## config.mk

```make
export PLATFORM = sky130hd
export DESIGN_NAME = multicycle_ctrl
export DESIGN_NICKNAME = d
export VERILOG_FILES = /design/src/rtl/multicycle_ctrl_pkg.sv /design/src/rtl/multicycle_ctrl_class_decode.sv /design/src/rtl/multicycle_ctrl.sv
export SDC_FILE = /design/constraint.sdc
export NUM_CORES = 1
export LEC_CHECK = 0
export ABC_AREA = 1
export BUFFER_PORTS_ARGS = -buffer_cell sky130_fd_sc_hd__buf_2
export CAP_MARGIN = 20
export CORE_MARGIN = 2
export CORE_UTILIZATION = 59
export DETAILED_ROUTE_END_ITERATION = 6
export PLACE_DENSITY = 0.87
export SLEW_MARGIN = 20
export SYNTH_ARGS = -nofsm -noshare
export SYNTH_HDL_FRONTEND = slang
export SYNTH_SLANG_ARGS = --single-unit
```

## constraint.sdc

```tcl
create_clock -name clk -period 4.1 [get_ports clk]
set_input_delay 0.205 -clock clk [delete_from_list [all_inputs] [get_ports clk]]
set_output_delay 0.205 -clock clk [all_outputs]
set_load 0.005 [all_outputs]
```

## src/rtl/multicycle_ctrl_pkg.sv

```systemverilog
// Shared encodings for the multi-cycle controller: opcodes, ALU ops,
// FSM states, datapath select codes and the decoded instruction class.
package multicycle_ctrl_pkg;

    localparam logic [5:0] OP_RTYPE = 6'b000000;
    localparam logic [5:0] OP_ADDI  = 6'b000001;
    localparam logic [5:0] OP_ANDI  = 6'b000010;
    localparam logic [5:0] OP_ORI   = 6'b000011;
    localparam logic [5:0] OP_XORI  = 6'b000100;
    localparam logic [5:0] OP_BEQ   = 6'b000101;
    localparam logic [5:0] OP_BNE   = 6'b000110;
    localparam logic [5:0] OP_SLTI  = 6'b000111;
    localparam logic [5:0] OP_SLTIU = 6'b001000;
    localparam logic [5:0] OP_LUI   = 6'b001001;
    localparam logic [5:0] OP_LW    = 6'b001010;
    localparam logic [5:0] OP_SW    = 6'b001011;
    localparam logic [5:0] OP_J     = 6'b001100;
    localparam logic [5:0] OP_JAL   = 6'b001101;

    localparam logic [5:0] FN_JR = 6'b001000;

    localparam logic [3:0] ALU_ADD   = 4'b0000;
    localparam logic [3:0] ALU_SUB   = 4'b0001;
    localparam logic [3:0] ALU_RTYPE = 4'b0010;
    localparam logic [3:0] ALU_AND   = 4'b0011;
    localparam logic [3:0] ALU_OR    = 4'b0100;
    localparam logic [3:0] ALU_XOR   = 4'b0101;
    localparam logic [3:0] ALU_LUI   = 4'b0110;
    localparam logic [3:0] ALU_SLT   = 4'b0111;
    localparam logic [3:0] ALU_SLTU  = 4'b1000;

    localparam logic [2:0] S_FETCH  = 3'd0;
    localparam logic [2:0] S_DECODE = 3'd1;
    localparam logic [2:0] S_EXEC   = 3'd2;
    localparam logic [2:0] S_MEM    = 3'd3;
    localparam logic [2:0] S_WB     = 3'd4;
    localparam logic [2:0] S_TRAP   = 3'd5;

    localparam logic [1:0] PC_ALU    = 2'b00;
    localparam logic [1:0] PC_ALUOUT = 2'b01;
    localparam logic [1:0] PC_JUMP   = 2'b10;
    localparam logic [1:0] PC_RS     = 2'b11;

    localparam logic [1:0] SRCB_RT      = 2'b00;
    localparam logic [1:0] SRCB_FOUR    = 2'b01;
    localparam logic [1:0] SRCB_IMM     = 2'b10;
    localparam logic [1:0] SRCB_IMM_SH2 = 2'b11;

    localparam logic [1:0] DST_RT = 2'b00;
    localparam logic [1:0] DST_RD = 2'b01;
    localparam logic [1:0] DST_RA = 2'b10;

    localparam logic [1:0] WB_ALUOUT = 2'b00;
    localparam logic [1:0] WB_MDR    = 2'b01;
    localparam logic [1:0] WB_PC     = 2'b10;

    typedef enum logic [3:0] {
        CLS_R,
        CLS_JR,
        CLS_IALU,
        CLS_BEQ,
        CLS_BNE,
        CLS_LW,
        CLS_SW,
        CLS_J,
        CLS_JAL,
        CLS_ILL
    } instr_class_e;

endpackage

```

## src/rtl/multicycle_ctrl_class_decode.sv

```systemverilog
// Maps opcode/funct to an instruction class plus the ALU operation
// and immediate extension mode used in EXEC.
module instr_class_decode
    import multicycle_ctrl_pkg::*;
(
    input  logic [5:0]   opcode,
    input  logic [5:0]   funct,
    output instr_class_e cls,
    output logic [3:0]   alu_op,
    output logic         zero_ext
);

    always_comb begin
        cls      = CLS_ILL;
        alu_op   = ALU_ADD;
        zero_ext = 1'b0;
        unique case (opcode)
            OP_RTYPE: begin
                cls    = (funct == FN_JR) ? CLS_JR : CLS_R;
                alu_op = ALU_RTYPE;
            end
            OP_ADDI: cls = CLS_IALU;
            OP_ANDI: begin
                cls      = CLS_IALU;
                alu_op   = ALU_AND;
                zero_ext = 1'b1;
            end
            OP_ORI: begin
                cls      = CLS_IALU;
                alu_op   = ALU_OR;
                zero_ext = 1'b1;
            end
            OP_XORI: begin
                cls      = CLS_IALU;
                alu_op   = ALU_XOR;
                zero_ext = 1'b1;
            end
            OP_SLTI: begin
                cls    = CLS_IALU;
                alu_op = ALU_SLT;
            end
            OP_SLTIU: begin
                cls    = CLS_IALU;
                alu_op = ALU_SLTU;
            end
            OP_LUI: begin
                cls    = CLS_IALU;
                alu_op = ALU_LUI;
            end
            OP_BEQ: begin
                cls    = CLS_BEQ;
                alu_op = ALU_SUB;
            end
            OP_BNE: begin
                cls    = CLS_BNE;
                alu_op = ALU_SUB;
            end
            OP_LW:  cls = CLS_LW;
            OP_SW:  cls = CLS_SW;
            OP_J:   cls = CLS_J;
            OP_JAL: cls = CLS_JAL;
            default: cls = CLS_ILL;
        endcase
    end

endmodule

```

## src/rtl/multicycle_ctrl.sv

```systemverilog
// Multi-cycle FETCH/DECODE/EXEC/MEM/WB sequencer driving datapath
// selects and a shared memory port; traps on illegal opcodes.
module multicycle_ctrl
    import multicycle_ctrl_pkg::*;
#(
    parameter int RETIRE_W = 32
) (
    input  logic                clk,
    input  logic                rst_n,
    input  logic [5:0]          opcode,
    input  logic [5:0]          funct,
    input  logic                alu_zero,
    input  logic                mem_ready,
    output logic                mem_req,
    output logic                mem_we,
    output logic                iord,
    output logic                ir_write,
    output logic                pc_write,
    output logic [1:0]          pc_src,
    output logic                alu_src_a,
    output logic [1:0]          alu_src_b,
    output logic [3:0]          alu_op,
    output logic                zero_ext,
    output logic                reg_write,
    output logic [1:0]          reg_dst,
    output logic [1:0]          mem_to_reg,
    output logic                trap,
    output logic [RETIRE_W-1:0] retired
);

    logic [2:0]          state_q, state_d;
    logic [RETIRE_W-1:0] retired_q;
    instr_class_e        cls;
    logic [3:0]          dec_alu_op;
    logic                dec_zero_ext;

    instr_class_decode u_dec (
        .opcode   (opcode),
        .funct    (funct),
        .cls      (cls),
        .alu_op   (dec_alu_op),
        .zero_ext (dec_zero_ext)
    );

    // Outputs are forced low while reset is held, not just after the edge.
    always_comb begin
        mem_req    = 1'b0;
        mem_we     = 1'b0;
        iord       = 1'b0;
        ir_write   = 1'b0;
        pc_write   = 1'b0;
        pc_src     = PC_ALU;
        alu_src_a  = 1'b0;
        alu_src_b  = SRCB_RT;
        alu_op     = ALU_ADD;
        zero_ext   = 1'b0;
        reg_write  = 1'b0;
        reg_dst    = DST_RT;
        mem_to_reg = WB_ALUOUT;
        trap       = 1'b0;
        state_d    = state_q;
        if (rst_n) begin
            unique case (state_q)
                S_FETCH: begin
                    mem_req   = 1'b1;
                    alu_src_b = SRCB_FOUR;
                    if (mem_ready) begin
                        ir_write = 1'b1;
                        pc_write = 1'b1;
                        state_d  = S_DECODE;
                    end
                end
                S_DECODE: begin
                    alu_src_b = SRCB_IMM_SH2;
                    unique case (cls)
                        CLS_J: begin
                            pc_write = 1'b1;
                            pc_src   = PC_JUMP;
                            state_d  = S_FETCH;
                        end
                        CLS_JAL: begin
                            pc_write   = 1'b1;
                            pc_src     = PC_JUMP;
                            reg_write  = 1'b1;
                            reg_dst    = DST_RA;
                            mem_to_reg = WB_PC;
                            state_d    = S_FETCH;
                        end
                        CLS_JR: begin
                            pc_write = 1'b1;
                            pc_src   = PC_RS;
                            state_d  = S_FETCH;
                        end
                        CLS_ILL: state_d = S_TRAP;
                        default: state_d = S_EXEC;
                    endcase
                end
                S_EXEC: begin
                    alu_src_a = 1'b1;
                    alu_op    = dec_alu_op;
                    zero_ext  = dec_zero_ext;
                    unique case (cls)
                        CLS_R: begin
                            alu_src_b = SRCB_RT;
                            state_d   = S_WB;
                        end
                        CLS_IALU: begin
                            alu_src_b = SRCB_IMM;
                            state_d   = S_WB;
                        end
                        CLS_BEQ, CLS_BNE: begin
                            alu_src_b = SRCB_RT;
                            pc_src    = PC_ALUOUT;
                            pc_write  = (cls == CLS_BEQ) ? alu_zero : !alu_zero;
                            state_d   = S_FETCH;
                        end
                        CLS_LW, CLS_SW: begin
                            alu_src_b = SRCB_IMM;
                            state_d   = S_MEM;
                        end
                        default: state_d = S_TRAP;
                    endcase
                end
                S_MEM: begin
                    mem_req = 1'b1;
                    iord    = 1'b1;
                    mem_we  = (cls == CLS_SW);
                    if (mem_ready) begin
                        state_d = (cls == CLS_SW) ? S_FETCH : S_WB;
                    end
                end
                S_WB: begin
                    reg_write  = 1'b1;
                    reg_dst    = (cls == CLS_R) ? DST_RD : DST_RT;
                    mem_to_reg = (cls == CLS_LW) ? WB_MDR : WB_ALUOUT;
                    state_d    = S_FETCH;
                end
                S_TRAP: trap = 1'b1;
                default: state_d = S_TRAP;
            endcase
        end
    end

    always_ff @(posedge clk or negedge rst_n) begin
        if (!rst_n) begin
            state_q   <= S_FETCH;
            retired_q <= '0;
        end else begin
            state_q <= state_d;
            // A FETCH stall also loops to FETCH but retires nothing.
            if (state_q != S_FETCH && state_d == S_FETCH) begin
                retired_q <= retired_q + RETIRE_W'(1);
            end
        end
    end

    assign retired = retired_q;

endmodule

```

==> run_results.csv <==
group,metric,value,unit
yosys,postSynthCellCount,431,
min_path,timing.hold.worst.class,"input port to asynchronous set/reset pin",
flow_run,cap_violations,0,
clocking,post_cts.repair.setup_buffers,0,
power_and_ir_drop,cellLeakagePower,0.00180,µW
critical_path,rrSetupSlack,1.39,ns
timing,slew_headroom,0.384,
die,floorplan.initialDensity,0.607,
yosys,yosys.area.top_type_share,0.308,
global_route,grt_antenna_before_repair,0,
critical_path,worst_r2r_endpoint,"retired[3]",
timing,final.min_clock_period,2.76,ns
timing,clock-skew-final,0.00300,ns
finish,area_growth,14.7,%
clocking,cts_hold_buf,0,
clocking,cts.sinks,35,
finish,post_route_utilization,0.696,
clocking,post_cts_clock_slew_at_the_launch_and_capture_registers_of_the_worst_setup_and_hold_paths,0.07,ns
timing,timing.final.crit_share,0.673,
yosys,synth_area_leaders,"dfrtp_1 31%, nand2_1 18%, nand4_1 9.2%",
critical_path,critPathArrivalTime,2.93,ns
yosys,post_synth_fa_ha_maj_area_fraction,0.00439,
global_route,first_global_vias,2769,
finish,fin_area,3270,µm²
placement,gp_congestion,0.992,
clocking,clk_lat_worst_skew,0.28,ns
yosys,ys_warn_count,0,
finish,antenna_cell_count,0,
yosys,synth_common_cells,"133 x nand2_1, 48 x nor2_1, 42 x nand4_1",
run_status,result_of_the_run,"finished clean",
critical_path,critical_path.cell_chain,"buf_2 > nor2_2 > nand3_1 > nand2_1 > inv_2 > nand2_1 > nor2_2 > nand3_1 > nand3_1 > nand2_1 > nand3_4 > nor2_8 > nand3_2 > nand2_1 > nand2_1",
yosys,synthesis.nets,448,
drt,avgViaCountPerCell,5.84,
critical_path,cp_num_buf_inv,2,
clocking,ctsHtreeMaxLevel,2,
power_and_ir_drop,powerDensity,372,nW/µm²
yosys,synth_seq_cells,35,
yosys,synth_compound_area_frac,0.0373,
drt,num_vias,3189,
die,fp.dieW,73.5,µm
placement,numPortBuffers,68,
yosys,postSynthAreaPerCell,6.61,µm²
drt,detail_route.wirelength,7.57,mm
critical_path,worst_setup_path_start_kind,"input port",
drt,ant_nets,0,
timing,max_clock_freq,362,MHz
clocking,numCtsBuffers,5,
timing,totalNegativeSetupSlack,0,ns
drt,detail_route.drc_violations,0,
power_and_ir_drop,ir_worst_vdd,277,µV
critical_path,setup.worst_path.end_class,"register",
yosys,synth_mux_area_frac,0,
die,die_outline_area,5400,µm²
timing,grt_setup_unrepaired,"no",
timing,timing_max_transition_violations_final,0,
die,die_ht,73.5,µm
yosys,synth_most_common_cell,"nand2_1",
critical_path,path_class,"input port to register",
critical_path,worstSetupPathDepth,15,
placement,dpl_worst_slack,1.07,ns
critical_path,worst_r2r_path_depth,11,
drt,initialDrtViolationCount,365,
critical_path,worst_endpoint_required_time,4.27,ns
global_route,grt_usage,0.294,
yosys,main_combinational_cell_family_by_area_after_synthesis,"simple AND/OR/NAND/NOR gates",
yosys,ys_async_sr_fraction,1.00,
yosys,postSynth.topFlopCell,"dfrtp_1",
timing,report.final.hold_viol_count,0,
drt,post_drt_wl_per_cell,13.9,µm
clocking,cts_tree,"yes",
yosys,synthesized_cell_area,2850,µm²
critical_path,critical_path_s_slowest_cell,"nand3_2",
placement,place_area,3180,µm²
yosys,synth.lib_cells_used.distinct,30,
critical_path,r2r_start,"state_q[2]",
finish,final_net_count,509,
critical_path,origin_of_the_worst_setup_path,"opcode[5]",
yosys,synth-simple-area-share,0.473,
global_route,aggregate_global_routing_overflow,0,
yosys,synth_edf_count,0,
finish,drive_above_1_share,0.205,
critical_path,worst_path_largest_cell_delay,0.55,ns
clocking,cts-root-to-sink-buffers,2,
global_route,global_route_wire_length_before_repair,12.6,mm
critical_path,critical_path.max_fanout,36,
clocking,root_buffer,"clkbuf_8",
die,core_area,4690,µm²
clocking,resized_cells_post_cts,0,
placement,hpwlAfterDp,5.59,mm
critical_path,crit_path_end,"retired[3]",
yosys,synth_area_leader_cell,"dfrtp_1",
critical_path,top_family_by_delay_on_critical_path,"simple AND/OR/NAND/NOR gates",
die,ioPinCount,69,
drt,dr.pass1.iters,5,
timing,postLayoutSetupSlackWorst,1.34,ns
timing,setup_viol_count_final,0,
global_route,grt_start_max_net_pins,44,
timing,worst_pin_slew,0.925,ns
critical_path,path_common_cell,"nand2_1",
yosys,synthXorXnorAreaFrac,0.0861,
die,std_cell_rows,25,
timing,hold-worst-slack,0.0661,ns
yosys,synth_sequential_area_ratio,0.308,
final cells by class:
cell class	instances	area, µm²
multi-input cells	335	1710
fillers	417	1430
flip-flops and latches	35	876
repair buffers	70	355
inverters	45	169
clock buffers	6	82.6
well taps	54	67.6
clock inverters	1	5.00
per-stage QoR:
stage | power [µW] | instances
global route | 1300 | 546
floorplan | 852 | 431
CTS | 1220 | 546
detailed placement | 967 | 539
finish | 1220 | 546
global placement | 940 | 539
report_power, final:
part / switching [µW] / leakage, µW / internal (µW)
clock network: 117 / 0.0000470 / 132
logic: 406 / 0.00127 / 145
registers: 38.7 / 0.000481 / 376
total: 562 / 0.00180 / 653
flip-flops by register name, summed over array words and instances (netlist names):
name / cells
retired: 32
state_q: 3
placed cells by master, fill, tap and decap left out:
master    Yosys  routed
nor3_1       17      17
nor3b_1       1       1
buf_2         7      68
nand4_1      42      42
nand3_4       1       1
a21oi_1       5       5
buf_4         2       2
nor2_2        5       5
nand2_2       2       2
nand3_2       5       5
nand2_1     133     133
o21ai_0       6       6
dfrtp_1      35      35
inv_2         9       9
clkbuf_8      0       6
nor2_8        1       1
ha_1          1       1
o32ai_1       1       1
nor4_1        5       5
nor4b_1       1       1
a31oi_1       3       3
and3_1        1       1
xor2_1       21      21
clkinv_2      0       1
inv_1        36      36
o31ai_1       1       1
nand3_1      27      27
nor2_1       48      48
a21oi_4       1       1
xnor2_1       7       7
worst min-delay path by stage:
stage / startpoint / to / slack [ns] / depth (start not counted)
global route: rst_n / state_q[1] / 0.15 / 1
floorplan: rst_n / retired[0] / -0.09 / 0
CTS: rst_n / retired[10] / 0.08 / 1
global placement: rst_n / state_q[0] / 0.36 / 1
finish: rst_n / state_q[1] / 0.07 / 1
detailed placement: rst_n / state_q[0] / 0.38 / 1
worst reg2reg max path, cell delays in order (launching register included):
cell	delay, ns
dfrtp_1	0.41
inv_1	0.14
nand3_1	0.16
inv_1	0.07
a21oi_1	0.21
nand3_1	0.12
nand2_1	0.13
nand3_4	0.12
nor2_8	0.39
nand3_2	0.55
nand2_1	0.22
nand2_1	0.08
routing by layer:
| metal | GRT usage | up-vias | wire length [µm] |
|---|---|---|---|
| met5 | 0 | - | 0 |
| met2 | 0.460 | 147 | 3490 |
| met4 | 0.0727 | 0 | 93 |
| met1 | 0.430 | 1488 | 3420 |
| li1 | - | 1542 | - |
| met3 | 0.0398 | 12 | 570 |
cells by family after synthesis:
| group | count (synthesis) |
|---|---|
| and+or+nand+nor | 289 |
| AOI/OAI and AO/OA | 17 |
| adders and majority gates | 1 |
| DFF | 35 |
| buffers and inverters | 61 |
| xor gates and xnor gates | 28 |
Note: power is estimated with default switching activity, not from simulation.
